**config.mk**
```make
export PLATFORM = sky130hd
export DESIGN_NAME = acs_unit_flat
export DESIGN_NICKNAME = d
export VERILOG_FILES = /design/src/rtl/acs_if.sv /design/src/rtl/acs_unit.sv /design/src/flat_wrapper.sv
export SDC_FILE = /design/constraint.sdc
export NUM_CORES = 1
export LEC_CHECK = 0
export CORE_MARGIN = 5
export CORE_UTILIZATION = 67
export DETAILED_ROUTE_END_ITERATION = 6
export HOLD_SLACK_MARGIN = 0.06
export PLACE_DENSITY = 0.83
export SLEW_MARGIN = 20
export SYNTH_ARGS = -nofsm -noshare
export SYNTH_HDL_FRONTEND = slang
export SYNTH_SLANG_ARGS = --single-unit
export TNS_END_PERCENT = 20
```
**constraint.sdc**
```tcl
create_clock -name clk -period 25.1 [get_ports clk]
set_input_delay 6.275 -clock clk [delete_from_list [all_inputs] [get_ports clk]]
set_output_delay 6.275 -clock clk [all_outputs]
set_load 0.03 [all_outputs]
```
**src/rtl/acs_if.sv**
```systemverilog
// Port bundle for the 8-state add-compare-select unit.
// Carries branch-metric inputs and survivor-memory write outputs.
interface acs_if #(
   parameter int ADDR_W = 6
);
   logic              enable;
   logic              in_valid;
   logic [1:0]        bm_00;
   logic [1:0]        bm_01;
   logic [1:0]        bm_10;
   logic [1:0]        bm_11;
   logic [7:0]        dec;
   logic              wr_en;
   logic [ADDR_W-1:0] wr_addr;
   logic              bank_sel;
   logic              frame_done;
   logic [2:0]        best_state;

   modport master (
      output enable, in_valid,
      output bm_00, bm_01, bm_10, bm_11,
      input  dec, wr_en, wr_addr,
      input  bank_sel, frame_done, best_state
   );

   modport slave (
      input  enable, in_valid,
      input  bm_00, bm_01, bm_10, bm_11,
      output dec, wr_en, wr_addr,
      output bank_sel, frame_done, best_state
   );
endinterface

```
**src/rtl/acs_unit.sv**
```systemverilog
// 8-state Viterbi add-compare-select with saturating 7-bit metrics,
// modulo normalisation and double-banked survivor-memory addressing.
module acs_unit #(
   parameter int FRAME_LEN = 64,
   parameter int ADDR_W    = 6
) (
   input logic clk,
   input logic rst,
   acs_if.slave bus
);

   localparam logic [2:0] PRED_A [8] = '{
      3'd0, 3'd3, 3'd4, 3'd7, 3'd1, 3'd2, 3'd5, 3'd6
   };
   localparam logic [2:0] PRED_B [8] = '{
      3'd1, 3'd2, 3'd5, 3'd6, 3'd0, 3'd3, 3'd4, 3'd7
   };
   localparam logic [1:0] LAB_A [8] = '{
      2'b00, 2'b10, 2'b11, 2'b01, 2'b11, 2'b10, 2'b00, 2'b10
   };
   localparam logic [1:0] LAB_B [8] = '{
      2'b11, 2'b01, 2'b00, 2'b10, 2'b00, 2'b01, 2'b11, 2'b01
   };
   localparam logic [ADDR_W-1:0] LAST = ADDR_W'(FRAME_LEN - 1);

   logic [6:0]        pm     [8];
   logic [6:0]        cand_a [8];
   logic [6:0]        cand_b [8];
   logic [6:0]        raw    [8];
   logic [6:0]        npm    [8];
   logic [1:0]        bm     [4];
   logic [7:0]        sel;
   logic              all_hi;
   logic [6:0]        mn;
   logic [2:0]        best;
   logic [ADDR_W-1:0] cnt;
   logic              bank;

   function automatic logic [6:0] sat_add(
      input logic [6:0] p,
      input logic [1:0] b
   );
      logic [7:0] s;
      s = {1'b0, p} + {6'd0, b};
      return s[7] ? 7'd127 : s[6:0];
   endfunction

   assign bm[0] = bus.bm_00;
   assign bm[1] = bus.bm_01;
   assign bm[2] = bus.bm_10;
   assign bm[3] = bus.bm_11;

   always_comb begin
      sel = '0;
      for (int s = 0; s < 8; s++) begin
         cand_a[s] = sat_add(pm[PRED_A[s]], bm[LAB_A[s]]);
         cand_b[s] = sat_add(pm[PRED_B[s]], bm[LAB_B[s]]);
         sel[s]    = cand_b[s] < cand_a[s];
         raw[s]    = sel[s] ? cand_b[s] : cand_a[s];
      end
   end

   // Clearing bit 6 on all metrics at once keeps differences intact.
   always_comb begin
      all_hi = 1'b1;
      for (int s = 0; s < 8; s++)
         all_hi = all_hi & raw[s][6];
      for (int s = 0; s < 8; s++)
         npm[s] = all_hi ? {1'b0, raw[s][5:0]} : raw[s];
   end

   always_comb begin
      mn   = npm[0];
      best = 3'd0;
      for (int s = 1; s < 8; s++) begin
         if (npm[s] < mn) begin
            mn   = npm[s];
            best = 3'(s);
         end
      end
   end

   always_ff @(posedge clk or posedge rst) begin
      if (rst) begin
         for (int s = 0; s < 8; s++)
            pm[s] <= (s == 0) ? 7'd0 : 7'd32;
         cnt            <= '0;
         bank           <= 1'b0;
         bus.dec        <= '0;
         bus.wr_en      <= 1'b0;
         bus.wr_addr    <= '0;
         bus.bank_sel   <= 1'b0;
         bus.frame_done <= 1'b0;
         bus.best_state <= '0;
      end else if (!bus.enable) begin
         for (int s = 0; s < 8; s++)
            pm[s] <= (s == 0) ? 7'd0 : 7'd32;
         cnt            <= '0;
         bus.wr_en      <= 1'b0;
         bus.frame_done <= 1'b0;
      end else if (bus.in_valid) begin
         for (int s = 0; s < 8; s++)
            pm[s] <= npm[s];
         cnt            <= cnt + 1'b1;
         bus.dec        <= sel;
         bus.wr_en      <= 1'b1;
         bus.wr_addr    <= cnt;
         bus.bank_sel   <= bank;
         bus.frame_done <= (cnt == LAST);
         bus.best_state <= best;
         if (cnt == LAST)
            bank <= ~bank;
      end else begin
         bus.wr_en      <= 1'b0;
         bus.frame_done <= 1'b0;
      end
   end

endmodule

```
**src/flat_wrapper.sv**
```systemverilog
// flat-port wrapper written by rule: the top's interface ports become plain ports
module acs_unit_flat 
#(
   parameter int FRAME_LEN = 64,
   parameter int ADDR_W    = 6
)
  (clk, rst, bus_enable, bus_in_valid, bus_bm_00, bus_bm_01, bus_bm_10, bus_bm_11, bus_dec, bus_wr_en, bus_wr_addr, bus_bank_sel, bus_frame_done, bus_best_state);
  acs_if #(.ADDR_W(ADDR_W)) bus_i ();
  input logic clk;
  input logic rst;
  input wire logic [$bits(bus_i.enable)-1:0] bus_enable;
  input wire logic [$bits(bus_i.in_valid)-1:0] bus_in_valid;
  input wire logic [$bits(bus_i.bm_00)-1:0] bus_bm_00;
  input wire logic [$bits(bus_i.bm_01)-1:0] bus_bm_01;
  input wire logic [$bits(bus_i.bm_10)-1:0] bus_bm_10;
  input wire logic [$bits(bus_i.bm_11)-1:0] bus_bm_11;
  output wire logic [$bits(bus_i.dec)-1:0] bus_dec;
  output wire logic [$bits(bus_i.wr_en)-1:0] bus_wr_en;
  output wire logic [$bits(bus_i.wr_addr)-1:0] bus_wr_addr;
  output wire logic [$bits(bus_i.bank_sel)-1:0] bus_bank_sel;
  output wire logic [$bits(bus_i.frame_done)-1:0] bus_frame_done;
  output wire logic [$bits(bus_i.best_state)-1:0] bus_best_state;
  assign bus_i.enable = bus_enable;
  assign bus_i.in_valid = bus_in_valid;
  assign bus_i.bm_00 = bus_bm_00;
  assign bus_i.bm_01 = bus_bm_01;
  assign bus_i.bm_10 = bus_bm_10;
  assign bus_i.bm_11 = bus_bm_11;
  assign bus_dec = bus_i.dec;
  assign bus_wr_en = bus_i.wr_en;
  assign bus_wr_addr = bus_i.wr_addr;
  assign bus_bank_sel = bus_i.bank_sel;
  assign bus_frame_done = bus_i.frame_done;
  assign bus_best_state = bus_i.best_state;
  acs_unit #(.FRAME_LEN(FRAME_LEN), .ADDR_W(ADDR_W)) u_core (.clk(clk), .rst(rst), .bus(bus_i));
endmodule
```
==> results by group <==
Synth
  • Yosys reg bits: 81
  • Synth cell types: 90
  • Yosys warns: 0
  • Top_reg_cell synth: dfrtp_1
  • EDFF count, synth: 0
  • Syn_nets: 1162
  • Synthesized area: 8670 µm²
  • Synthesized area per cell: 8.23 µm²
  • Mapped Cells: between 1000 and 1500
  • Asr flop ratio synth: 100%
  • Post-synthesis sequential area ratio: about a quarter

Placed design
  • HPWL Detailed: roughly 18000 µm
  • Global placement routability congestion: 1.01
  • Port buffer count: 31

STA
  • RSZ-0062 raised after global routing: false
  • Final hold vios: 0
  • Fmax: approximately 44 MHz
  • Fin crit period: approximately 23 ns
  • Final Cycle Share: roughly nine tenths
  • Slew @ Worst Pin: 1.04 ns
  • Final setup TNS: 0 ns
  • Clock Skew: ~0.0072 ns
  • Pins Over Slew Limit: 0
  • # setup viols final: 0
  • Slew headroom: slightly above 30%

Routing
  • Vias: between 7000 and 8000
  • Drt total wl: 23700 µm
  • Starting DRC count in detailed routing: ~700
  • Drt pass-1 iters: 6
  • Vias per cell: between 6 and 7
  • Avg WL per Cell: between 15 and 20 µm
  • Detail Route Antenna Nets: 0
  • Drt drc: 0

Setup path
  • Crit path DAT: between 20 and 25 ns
  • Crit. End Element: flop
  • CP endpoint: u_core.bus.best_state[1]$_DFFE_PP0P_
  • FF-to-FF End: u_core.bus.best_state[1]$_DFFE_PP0P_
  • CP most frequent cell: ha_1
  • RR Startpoint: u_core.pm[21]$_DFFE_PP0P_
  • Critical path class: in2reg
  • Critical-path maximum fanout: 16
  • Worst Setup SP: bus_bm_11[0]
  • CP Launch Type: primary input
  • Critical Path Max Stage Delay: between 0.6 and 0.7 ns
  • Critical Path Slowest Stage Cell: a2111oi_4
  • Worst Path Required: around 25 ns
  • Register-to-Register Path Depth: 62
  • Setup slack, reg-to-reg: ~8.4 ns

Floorplan
  • Initial Util: 68.5%
  • Rows: 41
  • Die height: 124 µm
  • # IOs: 32
  • Core Area: approximately 13000 µm²
  • Total die area: ~15000 µm²
  • Die Wd: 124 µm

Outcome
  • Outcome: finished clean

Run
  • Max_cap viols: 0

Clocking
  • Clock Tree Buf Depth: 2
  • Total CTS buffers: 9
  • Clk sinks: 81
  • Post-CTS resize count: 0
  • H-tree depth: 3
  • # hold bufs at CTS: 0
  • Root buffer cell: clkbuf_16
  • Post-CTS setup buffer count: 0
  • Worst skew pair latency: around 0.35 ns
  • CTS tree: done
  • Clock-pin slew on the worst setup and hold paths: around 0.07 ns

Final layout
  • # fillers: just under 1000
  • P&R area growth vs syn: 7.95%
  • Commonest cells after routing, fill and taps aside: nand2_1 (137), ha_1 (86), mux2i_1 (82)
  • Fin util: ~74%
  • Final nets: approximately 1200
  • Most common cell after layout, fill and taps aside: nand2_1
  • Ant diodes: 0
  • Proportion of layout cells with a drive suffix above 1: roughly 7.4%

Worst hold path
  • HP Class: reg2reg

Global route
  • First-pass GRT wire length: roughly 38000 µm
  • GRT Total Usage: 32.1%
  • Gr ovfl total: 0
  • Via count of the first global-routing pass: approximately 7300
  • Initial antenna violation count: 0
  • Largest net degree at the start of global routing: between 80 and 90
[layer usage]
| metal | vias to the layer above | wire length [µm] | GRT usage (%) | part of all wire (%) |
|---|---|---|---|---|
| met2 | 327 | 11000 | 52.0 | 46 |
| met3 | 45 | 1730 | 4.41 | 7.3 |
| met4 | 0 | 592 | 10.7 | 2.5 |
| met1 | 3675 | 10400 | 44.3 | 44 |
| li1 | 3764 | - | - | - |
| met5 | - | 0 | 0 | 0 |
[metrics by stage]
step | setup slack, ns | instance area [µm²] | std cells | hold slack, ns
5_1_grt | 1.13 | 9360 | 1237 | 0.500
4_1_cts | 2.65 | 9360 | 1237 | 0.479
2_1_floorplan | 4.86 | 8670 | 1054 | 0.441
6_report | 2.34 | 9360 | 1237 | 0.474
3_5_place_dp | 2.36 | 9030 | 1221 | 0.463
3_3_place_gp | 2.82 | 9030 | 1221 | 0.457
[flip-flops by register name, indices dropped and copies added (netlist names)]
register               count
u_core.pm                 54
u_core.bus.best_state      3
u_core.bus.wr_addr         6
u_core.bus.dec             8
u_core.bus.wr_en           1
u_core.cnt                 6
u_core.bus.bank_sel        1
u_core.bus.frame_done      1
u_core.bank                1
[cell type report]
type / count / area [µm²] / area share, %
clock buffer: 9 / 225 / 2.41
clock inverter: 7 / 105 / 1.12
inverter: 81 / 305 / 3.26
multi-input combinational: 853 / 6150 / 65.7
sequential: 81 / 2040 / 21.7
tap: 172 / 215 / 2.30
timing repair buffer: 34 / 329 / 3.51
[synth_stat cells (all sizes together), types with 5 or more instances]
cell | number | area [µm²]
or3 | 6 | 42.5
o211a | 5 | 50.1
clkbuf | 23 | 86.3
mux2i | 83 | 843
nand3 | 30 | 155
dfrtp | 74 | 1850
nand2b | 9 | 56.3
o31ai | 5 | 56.3
or2 | 8 | 50.1
ha | 86 | 1080
inv | 80 | 300
a31o | 5 | 43.8
fa | 10 | 200
and2 | 16 | 100
o21ai | 54 | 270
mux2 | 15 | 180
dfstp | 7 | 184
buf | 16 | 100
nor3 | 12 | 60.1
nor2b | 47 | 302
xor2 | 11 | 96.3
nand3b | 8 | 60.1
xnor2 | 21 | 184
nor2 | 79 | 304
a21o | 12 | 90.1
a31oi | 27 | 184
nand4 | 15 | 100
o211ai | 6 | 45.0
nand2 | 137 | 514
and3 | 11 | 68.8
o21a | 13 | 97.6
a21oi | 62 | 318
[worst min path at each step]
stage | end | cells past startpoint | slack [ns] | from
after global placement | u_core.bus.wr_addr[0]$_DFFE_PP0P_ | 2 | 0.46 | u_core.bus.wr_addr[0]$_DFFE_PP0P_
after detailed placement | u_core.bus.dec[2]$_DFFE_PP0P_ | 2 | 0.46 | u_core.bus.dec[2]$_DFFE_PP0P_
after CTS | u_core.bank$_DFFE_PP0P_ | 1 | 0.48 | u_core.bank$_DFFE_PP0P_
final | u_core.bus.dec[2]$_DFFE_PP0P_ | 2 | 0.47 | u_core.bus.dec[2]$_DFFE_PP0P_
after floorplan | u_core.bank$_DFFE_PP0P_ | 1 | 0.44 | u_core.bank$_DFFE_PP0P_
after global routing | u_core.bus.wr_addr[4]$_DFFE_PP0P_ | 2 | 0.50 | u_core.bus.wr_addr[4]$_DFFE_PP0P_
[cell families after synthesis]
logic type,synth area share [%]
compound gates,18.9
flops,23.5
mux,11.8
fa+ha+maj,15.1
simple gates,21.9
buf+inv,5.65
xor+xnor,3.23
[worst max-delay path, delay by kind of cell]
kind	cells	cell delay, ns
AOI/OAI and AO/OA	26	7.55
adders and majority gates	10	3.23
buffers and inverters	4	0.71
muxes	5	1.60
and+or+nand+nor	18	3.65
Power is not shown: default switching activity piles up to over one toggle a cycle in this logic, so the estimate is an artifact.
